### src/rtl/rtc_pkg.sv
// Shared definitions for the RTC access arbiter: register address map, update indices
// and FSM state encoding.
package rtc_pkg;

   localparam logic [7:0] CMD_ADDR_DEF = 8'hF0;
   localparam logic [7:0] CMD_DATA_DEF = 8'hF0;
   localparam int         NUM_REGS     = 9;

   // RTC address of each register refreshed by a burst, in upd_sel order.
   localparam logic [7:0] ADDR_TABLE [0:NUM_REGS-1] = '{
      8'h21, 8'h22, 8'h23, 8'h24, 8'h25, 8'h26, 8'h41, 8'h42, 8'h43
   };

   typedef enum logic [3:0] {
      SEL_SEG        = 4'd0,
      SEL_MIN        = 4'd1,
      SEL_HORA       = 4'd2,
      SEL_DIA        = 4'd3,
      SEL_MES        = 4'd4,
      SEL_JAHR       = 4'd5,
      SEL_SEG_TIMER  = 4'd6,
      SEL_MIN_TIMER  = 4'd7,
      SEL_HORA_TIMER = 4'd8
   } upd_sel_e;

   typedef enum logic [2:0] {
      ST_IDLE      = 3'd0,
      ST_WR_ISSUE  = 3'd1,
      ST_WR_WAIT   = 3'd2,
      ST_LAT_ISSUE = 3'd3,
      ST_LAT_WAIT  = 3'd4,
      ST_RD_ISSUE  = 3'd5,
      ST_RD_WAIT   = 3'd6
   } estado_t;

   function automatic logic [7:0] reg_addr(input logic [3:0] idx);
      return (idx <= SEL_HORA_TIMER) ? ADDR_TABLE[idx] : 8'h00;
   endfunction

endpackage

### src/rtl/contador_timeout_rtc.sv
// Wait-cycle counter for one RTC transaction: cleared while issuing, counts while waiting,
// flags expiry at TIMEOUT_CYC-1 and holds there.
module contador_timeout_rtc #(
   parameter int TIMEOUT_CYC = 1024
) (
   input  logic clk,
   input  logic reset,
   input  logic clr,
   input  logic en,
   output logic expired
);
   localparam int CW = (TIMEOUT_CYC > 2) ? $clog2(TIMEOUT_CYC) : 1;

   logic [CW-1:0] cnt;

   assign expired = (cnt == CW'(TIMEOUT_CYC - 1));

   always_ff @(posedge clk or posedge reset) begin
      if (reset) begin
         cnt <= '0;
      end else if (clr) begin
         cnt <= '0;
      end else if (en && !expired) begin
         cnt <= cnt + CW'(1);
      end
   end

endmodule

### src/rtl/arbitro_acceso_rtc.sv
// Arbiter in front of the RTC bus transaction engine: PicoBlaze single writes and periodic
// refresh bursts (latch command plus 9 register reads streamed to the VGA register bank).
module arbitro_acceso_rtc
   import rtc_pkg::*;
#(
   parameter logic [7:0] CMD_ADDR    = CMD_ADDR_DEF,
   parameter logic [7:0] CMD_DATA    = CMD_DATA_DEF,
   parameter int         TIMEOUT_CYC = 1024
) (
   input  logic       clk,
   input  logic       reset,
   input  logic       tick_refresh,
   input  logic       pb_req,
   input  logic [7:0] pb_addr,
   input  logic [7:0] pb_data,
   output logic       pb_busy,
   output logic       rtc_req,
   output logic       rtc_we,
   output logic [7:0] rtc_addr,
   output logic [7:0] rtc_wdata,
   input  logic       rtc_done,
   input  logic [7:0] rtc_rdata,
   output logic       upd_valid,
   output logic [3:0] upd_sel,
   output logic [7:0] upd_data,
   output logic       burst_active,
   output logic       err_timeout,
   output logic       err_overrun,
   input  logic       clr_err
);
   estado_t    state_q, state_d;
   logic [3:0] idx_q, idx_d;
   logic       wr_pend, ref_pend, gap_q;
   logic [7:0] buf_addr, buf_data;
   logic       burst_d, we_d;
   logic [7:0] addr_d, wdata_d;
   logic       in_issue, in_wait, cnt_expired;
   logic       done_acc, upd_fire, wr_clr, ref_take, timeout_evt;

   assign in_issue = (state_q == ST_WR_ISSUE) || (state_q == ST_LAT_ISSUE) || (state_q == ST_RD_ISSUE);
   assign in_wait  = (state_q == ST_WR_WAIT)  || (state_q == ST_LAT_WAIT)  || (state_q == ST_RD_WAIT);

   // gap_q holds an ISSUE state one extra cycle so the bus always idles after a completion.
   assign rtc_req = in_issue && !gap_q;
   assign pb_busy = wr_pend || (state_q == ST_WR_ISSUE) || (state_q == ST_WR_WAIT);

   contador_timeout_rtc #(.TIMEOUT_CYC(TIMEOUT_CYC)) u_timeout (
      .clk     (clk),
      .reset   (reset),
      .clr     (in_issue),
      .en      (in_wait),
      .expired (cnt_expired)
   );

   always_comb begin
      // NOTE: every signal driven here gets a default first, so no latch can be inferred.
      state_d     = state_q;
      idx_d       = idx_q;
      burst_d     = burst_active;
      we_d        = rtc_we;
      addr_d      = rtc_addr;
      wdata_d     = rtc_wdata;
      done_acc    = 1'b0;
      upd_fire    = 1'b0;
      wr_clr      = 1'b0;
      ref_take    = 1'b0;
      timeout_evt = 1'b0;
      case (state_q)
         ST_IDLE: begin
            if (wr_pend) begin
               state_d = ST_WR_ISSUE;
               we_d    = 1'b1;
               addr_d  = buf_addr;
               wdata_d = buf_data;
            end else if (ref_pend) begin
               state_d  = ST_LAT_ISSUE;
               burst_d  = 1'b1;
               ref_take = 1'b1;
               we_d     = 1'b1;
               addr_d   = CMD_ADDR;
               wdata_d  = CMD_DATA;
            end
         end
         ST_WR_ISSUE:  if (!gap_q) state_d = ST_WR_WAIT;
         ST_LAT_ISSUE: if (!gap_q) state_d = ST_LAT_WAIT;
         ST_RD_ISSUE:  if (!gap_q) state_d = ST_RD_WAIT;
         ST_WR_WAIT: begin
            if (rtc_done || cnt_expired) begin
               done_acc    = rtc_done;
               timeout_evt = !rtc_done;
               wr_clr      = 1'b1;
               state_d     = ST_IDLE;
            end
         end
         ST_LAT_WAIT: begin
            if (rtc_done) begin
               done_acc = 1'b1;
               idx_d    = SEL_SEG;
               we_d     = 1'b0;
               addr_d   = reg_addr(SEL_SEG);
               state_d  = ST_RD_ISSUE;
            end else if (cnt_expired) begin
               timeout_evt = 1'b1;
               burst_d     = 1'b0;
               state_d     = ST_IDLE;
            end
         end
         ST_RD_WAIT: begin
            if (rtc_done) begin
               done_acc = 1'b1;
               upd_fire = 1'b1;
               if (idx_q == SEL_HORA_TIMER) begin
                  burst_d = 1'b0;
                  state_d = ST_IDLE;
               end else begin
                  idx_d   = idx_q + 4'd1;
                  addr_d  = reg_addr(idx_q + 4'd1);
                  state_d = ST_RD_ISSUE;
               end
            end else if (cnt_expired) begin
               timeout_evt = 1'b1;
               burst_d     = 1'b0;
               state_d     = ST_IDLE;
            end
         end
         default: state_d = ST_IDLE;
      endcase
   end

   // NOTE: all state updates use non-blocking assignments so every register samples pre-edge values.
   always_ff @(posedge clk or posedge reset) begin
      if (reset) begin
         state_q      <= ST_IDLE;
         idx_q        <= '0;
         burst_active <= 1'b0;
         rtc_we       <= 1'b0;
         rtc_addr     <= '0;
         rtc_wdata    <= '0;
         gap_q        <= 1'b0;
         upd_valid    <= 1'b0;
         upd_sel      <= '0;
         upd_data     <= '0;
         wr_pend      <= 1'b0;
         buf_addr     <= '0;
         buf_data     <= '0;
         ref_pend     <= 1'b0;
         err_timeout  <= 1'b0;
         err_overrun  <= 1'b0;
      end else begin
         state_q      <= state_d;
         idx_q        <= idx_d;
         burst_active <= burst_d;
         rtc_we       <= we_d;
         rtc_addr     <= addr_d;
         rtc_wdata    <= wdata_d;
         gap_q        <= done_acc;
         upd_valid    <= upd_fire;
         if (upd_fire) begin
            upd_sel  <= idx_q;
            upd_data <= rtc_rdata;
         end
         // A request arriving while one is buffered is dropped; the buffer keeps the first.
         if (pb_req && !wr_pend) begin
            wr_pend  <= 1'b1;
            buf_addr <= pb_addr;
            buf_data <= pb_data;
         end else if (wr_clr) begin
            wr_pend <= 1'b0;
         end
         if (ref_take) begin
            ref_pend <= 1'b0;
         end else if (tick_refresh && !burst_active) begin
            ref_pend <= 1'b1;
         end
         if (timeout_evt) begin
            err_timeout <= 1'b1;
         end else if (clr_err) begin
            err_timeout <= 1'b0;
         end
         if (pb_req && wr_pend) begin
            err_overrun <= 1'b1;
         end else if (clr_err) begin
            err_overrun <= 1'b0;
         end
      end
   end

endmodule

### config.mk
export PLATFORM = sky130hd
export DESIGN_NAME = arbitro_acceso_rtc
export DESIGN_NICKNAME = d
export VERILOG_FILES = /design/src/rtl/rtc_pkg.sv /design/src/rtl/contador_timeout_rtc.sv /design/src/rtl/arbitro_acceso_rtc.sv
export SDC_FILE = /design/constraint.sdc
export NUM_CORES = 1
export LEC_CHECK = 0
export CORE_MARGIN = 1
export CORE_UTILIZATION = 55
export DETAILED_ROUTE_END_ITERATION = 16
export GPL_TIMING_DRIVEN = 0
export PLACE_DENSITY = 0.81
export SLEW_MARGIN = 20
export SYNTH_ARGS = -nofsm -noshare
export SYNTH_HDL_FRONTEND = slang
export SYNTH_SLANG_ARGS = --single-unit
### constraint.sdc
create_clock -name clk -period 5.7 [get_ports clk]
set_input_delay 0.57 -clock clk [delete_from_list [all_inputs] [get_ports clk]]
set_output_delay 0.57 -clock clk [all_outputs]
set_load 0.05 [all_outputs]
==> run_results.csv <==
group,metric,value,unit
outcome,status,"complete, no violations",
worst_setup_path,cp-start-kind,"register",
worst_hold_path,hold_path_depth,2,
timing,setup_viol,0,
global_route,antenna_found_initial,0,
worst_setup_path,crit_type,"register to primary output",
clock_tree,post_cts_buffers,0,
job,cap_violations,0,
clock_tree,cts_num_sinks,69,
floorplan,die-area,6260,um2
floorplan,fp.dieH,79.1,um
yosys,synth-main-ff-cell,"dfrtp_1",
worst_setup_path,rr_endpoint,"rtc_addr[6]",
cells_and_area,nets,428,
power,power,2.40,mW
global_route,grt_pass1_vias,2687,
route,ant_nets,0,
clock_tree,clockBufferDepth,2,
worst_setup_path,worstPathArrival,2.54,ns
route,drt-initial-drc-count,127,
cells_and_area,postLayoutCoreUtil,74.8,%
power,ir_worst_vdd,0.000334,V
power,leakage,1.85,nW
timing,tightest_slew,0.694,ns
clock_tree,cts_root_buffer,"clkbuf_8",
timing,hold_viol,0,
timing,fin_crit_sh,54.5,%
worst_setup_path,worst_r2r_path_depth,7,
placement,place_hpwl,5250,um
global_route,use_met2,43.1,%
global_route,grt.overflow.total,0,
clock_tree,clk_pin_slew,0.07,ns
global_route,grt_max_degree,38,
route,vias_per_cell,5.64,
yosys,synthDistinctLibCells,57,
route,drt_wl_total,7260,um
timing,clock-skew-final,0.00785,ns
route,wl_per_cell,15.5,um
clock_tree,cts_hold_buffers,0,
placement,portBuffers,63,
floorplan,core-area,5610,um2
yosys,synth_area_leaders,"dfrtp_1 53%, nand2_1 6.3%, mux2_2 5.9%, o21ai_0 3.5%, a21oi_1 2.0%",
placement,placed_cell_area,4010,um2
yosys,syn_area_per_cell,10.3,um2
route,drt-pass1-iter-count,4,
clock_tree,cts_htree_levels,3,
placement,gp_congestion,0.873,
route,num_vias,2641,
cells_and_area,antenna_cells,0,
yosys,synth_top_cell_area_share,52.8,%
global_route,grt_pass1_wl,12300,um
yosys,synthArstFlopShare,100,%
cells_and_area,area_growth,28.2,%
worst_setup_path,end_kind,"primary output",
global_route,busiest_layer,"met2",
yosys,ys_seq_elements,69,
floorplan,placementRows,27,
worst_setup_path,cp_max_fo,10,
power,power.density,573,nW/um2
route,remaining_drc_errors,0,
worst_setup_path,cp.required,5.13,ns
worst_setup_path,r2r_setup_slack,3.37,ns
timing,tns,0,ns
floorplan,num_io_pins,65,
yosys,synth_warnings,0,
yosys,synthCells,318,
yosys,netlist_area,3270,um2
global_route,use_met3,5.75,%
worst_hold_path,hold_class,"register to register",
clock_tree,clk_latency,0.34,ns
clock_tree,cts_buffers,9,
clock_tree,ctsResizeCount,0,
cells_and_area,nFillCells,423,
yosys,synth_nets,353,
floorplan,chipWidth,79.1,um
timing,rsz0062_at_grt,"false",
worst_setup_path,reg2reg_from,"idx_q[0]",
timing,max_slew_margin,53.4,%
floorplan,start_util,58.3,%
yosys,synth_edf_count,0,
timing,fmax,0.322,GHz
global_route,grtUsageTotal,25.7,%
timing,final_max_slew_viol_count,0,
timing,finalCriticalPeriod,3.11,ns
yosys,seq_area_frac_synth,52.8,%
global_route,use_met1,32.1,%
cells_and_area,drive_gt1_share,12.4,%
worst_hold_path,hold_end,"upd_sel[1]",
yosys,synth_area_leader_cell,"dfrtp_1",
cells_and_area,fin_area,4190,um2
timing,timing.hold.ws,0.477,ns
worst_hold_path,hp-start,"upd_sel[1]",
clock_tree,cts_tree,"built",
cells by family after synthesis:
family / synth area share [%]
muxes: 7.38
buffers and inverters: 3.75
DFF: 52.8
AOI/OAI and AO/OA: 15.5
xor gates and xnor gates: 1.61
and+or+nand+nor: 17.1
adders and majority gates: 1.91
routing by layer:
metal  routed length (um)  share of wire, %
met5                    0                 0
met4                  110               1.5
met3                  326               4.5
met2                 3620                50
met1                 3200                44
per-stage QoR:
| step | worst slack [ns] | instances |
|---|---|---|
| floorplan | 3.13 | 318 |
| global placement | 2.26 | 453 |
| detailed placement | 2.97 | 454 |
| CTS | 2.59 | 468 |
| global route | 2.46 | 468 |
| finish | 2.59 | 468 |
Yosys cell counts, drive strengths merged (2+ instances only):
master and n:
dfrtp 69, nand2 55, o21ai 23, mux2 17, inv 16, a21oi 13, nand3 10, nor2 9
nor3 8, buf 7, clkbuf 7, ha 5, mux2i 5, nand4 5, o22a 5, o31ai 5
a22o 4, nand2b 4, nor2b 4, and3b 3, or3 3, xnor2 3, xor2 3, a221o 2
a31oi 2, a32o 2, nand3b 2, o31a 2, or2 2, or4 2
where the power goes:
group | switching, mW | total [mW] | internal (mW)
sequential | 0.124 | 0.801 | 0.676
clock | 0.172 | 0.381 | 0.209
combinational | 0.761 | 1.22 | 0.459
layout make-up:
class	count	area [um2]	area share, %
flip-flops and latches	69	1730	41.2
multi-input cells	219	1420	33.9
repair buffers	64	651	15.5
clock buffers	12	145	3.46
well taps	72	90.1	2.15
plain buffers	14	62.6	1.49
inverters	16	62.6	1.49
clock inverters	2	35.0	0.835
critical path: stages (launching register included):
cell             delay [ns]
dfrtp_1                0.37
buf_2                  0.24
buf_1                  0.39
o21ai_0                0.26
nor2_1                 0.13
clkdlybuf4s50_1        0.81
layout by cell type, fill, tap and decap left out, types with 3 or more instances in the layout:
| cell type | synthesis | layout |
|---|---|---|
| dfrtp_1 | 69 | 69 |
| clkdlybuf4s50_1 | 0 | 63 |
| nand2_1 | 55 | 55 |
| o21ai_0 | 23 | 23 |
| mux2_2 | 17 | 17 |
| inv_1 | 16 | 15 |
| a21oi_1 | 13 | 13 |
| nand3_1 | 10 | 10 |
| clkbuf_8 | 0 | 10 |
| clkbuf_1 | 7 | 9 |
| nor2_1 | 8 | 8 |
| nor3_1 | 7 | 7 |
| o31ai_1 | 5 | 5 |
| buf_2 | 5 | 5 |
| o22a_1 | 5 | 5 |
| mux2i_1 | 5 | 5 |
| ha_1 | 5 | 5 |
| nand4_1 | 4 | 4 |
| nor2b_1 | 4 | 4 |
| nand2b_1 | 4 | 4 |
| a22o_1 | 4 | 4 |
| and3b_1 | 3 | 3 |
| xnor2_1 | 3 | 3 |
| xor2_1 | 3 | 3 |
flip-flops by register name, indices dropped and copies added, names as in the netlist, 3 cells and up:
register,count
rtc_addr,8
upd_sel,4
upd_data,8
buf_addr,8
state_q,3
idx_q,4
buf_data,8
rtc_wdata,8
u_timeout.cnt,10
worst max-delay path by stage:
stage / startpoint / slack, ns / endpoint / depth (start not counted)
after floorplan: state_q[0] / 3.13 / pb_busy / 4
after global placement: reset / 2.26 / u_timeout.cnt[6] / 2
after detailed placement: state_q[0] / 2.97 / rtc_req / 5
after CTS: state_q[0] / 2.59 / rtc_req / 5
after global routing: state_q[0] / 2.46 / rtc_req / 5
final: state_q[0] / 2.59 / rtc_req / 5
Power figures use the tool's default switching activity.
==> RTL change (same flow settings) <==
The 7 values of `estado_t` get a one-hot encoding in 7 bits.
--- a/src/rtl/rtc_pkg.sv
+++ b/src/rtl/rtc_pkg.sv
@@ -24,12 +24,12 @@
    } upd_sel_e;
 
-   typedef enum logic [2:0] {
-      ST_IDLE      = 3'd0,
-      ST_WR_ISSUE  = 3'd1,
-      ST_WR_WAIT   = 3'd2,
-      ST_LAT_ISSUE = 3'd3,
-      ST_LAT_WAIT  = 3'd4,
-      ST_RD_ISSUE  = 3'd5,
-      ST_RD_WAIT   = 3'd6
+   typedef enum logic [6:0] {
+      ST_IDLE      = 7'b0000001,
+      ST_WR_ISSUE  = 7'b0000010,
+      ST_WR_WAIT   = 7'b0000100,
+      ST_LAT_ISSUE = 7'b0001000,
+      ST_LAT_WAIT  = 7'b0010000,
+      ST_RD_ISSUE  = 7'b0100000,
+      ST_RD_WAIT   = 7'b1000000
    } estado_t;
 
Check against the original RTL: same outputs for any inputs over 10 cycles, from zero or initial values and one cycle with reset high; not proved beyond that.
==> RTL change against the unedited design <==
The flow now finishes with violations (DRC). Cell area rose by 12%. Power fell by 4.7%. Global-route usage barely moved. Sequential cell count rose by 4. Setup slack got worse by 0.070 ns. Die area rose by 13%. Clock power rose by 31%. Register-to-register slack improved by 0.07 ns. Utilization fell by 1.5 points. Area after synthesis rose by 13%. Wire length rose by 13%.
==> RTL change: results (changes against the unedited design) <==
Status - finished with violations (was finished, final reports clean)
Failing checks - DRC
Peak VDD IR - 390 µV (was 334 µV)
P_leak - 2.05 nW (was 1.85 nW)
Post-synthesis net count - 393 (was 353)
Routed wire length on met3 - 355 µm (was 326 µm)
Placed inst area - 4460 µm² (was 4010 µm²)
GPL Wtd Cong - 0.829 (was 0.873)
Top post-synthesis cells by count - 72 x dfrtp_1, 51 x nand2_1, 16 x nor2_1 (was 69 x dfrtp_1, 55 x nand2_1, 23 x o21ai_0)
Vias - 2986 (was 2641)
Met3 GRT Util - 5.84% (was 5.75%)
Critical path fanouts, max - 7 (was 10)
Detailed Route Iter0 Violations - 189 (was 127)
Synth Area in Compound Gates - 14.8% (was 15.5%)
Synth cell types - 71 (was 57)
Post-synthesis mux area share - 5.96% (was 7.38%)
DRC - 7 (was 0)
Post-DP HPWL - 5880 µm (was 5250 µm)
Sw Pwr - 906 µW (was 1.06 mW)
Synth area leaders - dfrtp_1 49%, nand2_1 5.2%, mux2_2 4.0%, o21ai_0 2.0%, ha_1 1.7% (was dfrtp_1 53%, nand2_1 6.3%, mux2_2 5.9%, o21ai_0 3.5%, a21oi_1 2.0%)
GRT Total Usage - 25.7% (about the same)
Final net count - 469 (was 428)
Routed len/inst - 16.0 µm (was 15.5 µm)
# fillers - 468 (was 423)
Met2 Routed Length - 4040 µm (was 3620 µm)
Pre-CTS WS - 2.92 ns (was 2.97 ns)
Critical Path AT - 2.61 ns (was 2.54 ns)
Largest net degree at the start of global routing - 46 (was 38)
CP peak stage delay - 0.86 ns (was 0.81 ns)
GR Util met2 - 41.6% (was 43.1%)
GR met1 Demand/Resource - 34.4% (was 32.1%)
First-pass GRT wire length - 14100 µm (was 12300 µm)
Mapped Cells - 358 (was 318)
Ratio of cells with drive above 1 in the final layout - 13.9% (was 12.4%)
M1 wire length - 3730 µm (was 3200 µm)
Skew final - 0.0103 ns (was 0.00785 ns)
Placed cell count - 500 (was 454)
Number of global-route vias before repair - 2839 (was 2687)
## RTL change: cell types whose count changed in the layout (fill, tap and decap cells not counted), moves of 4 or more
cell	unedited run	this run
o21ai_0	23	15
nand2_1	55	51
nor2_1	8	16
o21ai_1	0	9
xnor2_1	3	7
a21oi_1	13	6
and3_1	1	5
mux2_2	17	13
## RTL change: final cells by class
| class | instances | area, µm² | area share, % |
|---|---|---|---|
| Clock inverter | 4 | 98.8 | 2.10 |
| Sequential cell | 73 | 1830 | 38.8 |
| Clock buffer | 12 | 145 | 3.08 |
| Multi-Input combinational cell | 249 | 1700 | 36.1 |
| Timing Repair Buffer | 65 | 668 | 14.2 |
| Buffer | 18 | 98.8 | 2.10 |
| Inverter | 18 | 70.1 | 1.49 |
| Tap cell | 77 | 96.3 | 2.05 |
## RTL change: power groups by stage
stage | Clock (mW) | Sequential [mW] | Combinational, mW
after floorplan | 0 | 0.939 | 0.560
after CTS | 0.508 | 0.747 | 1.05
after global routing | 0.526 | 0.765 | 1.12
after global placement | 0 | 0.750 | 1.02
final | 0.498 | 0.746 | 1.05
after detailed placement | 0 | 0.755 | 1.04
## RTL change: final timing paths
check,from,end,slack [ns]
max in group asynchronous,reset,err_timeout$_DFFE_PP0P_,4.61
worst max register to register,idx_q[1]$_DFFE_PP0P_,rtc_addr[5]$_DFFE_PP0P_,3.44
worst min-delay path,upd_data[2]$_DFFE_PP0N_,upd_data[2]$_DFFE_PP0N_,0.48
min in group asynchronous,reset,buf_data[1]$_DFFE_PP0P_,0.55
worst max-delay path,state_q[2]$_DFFE_PP0P_,rtc_req,2.52
worst min register to register,upd_data[2]$_DFFE_PP0N_,upd_data[2]$_DFFE_PP0N_,0.48
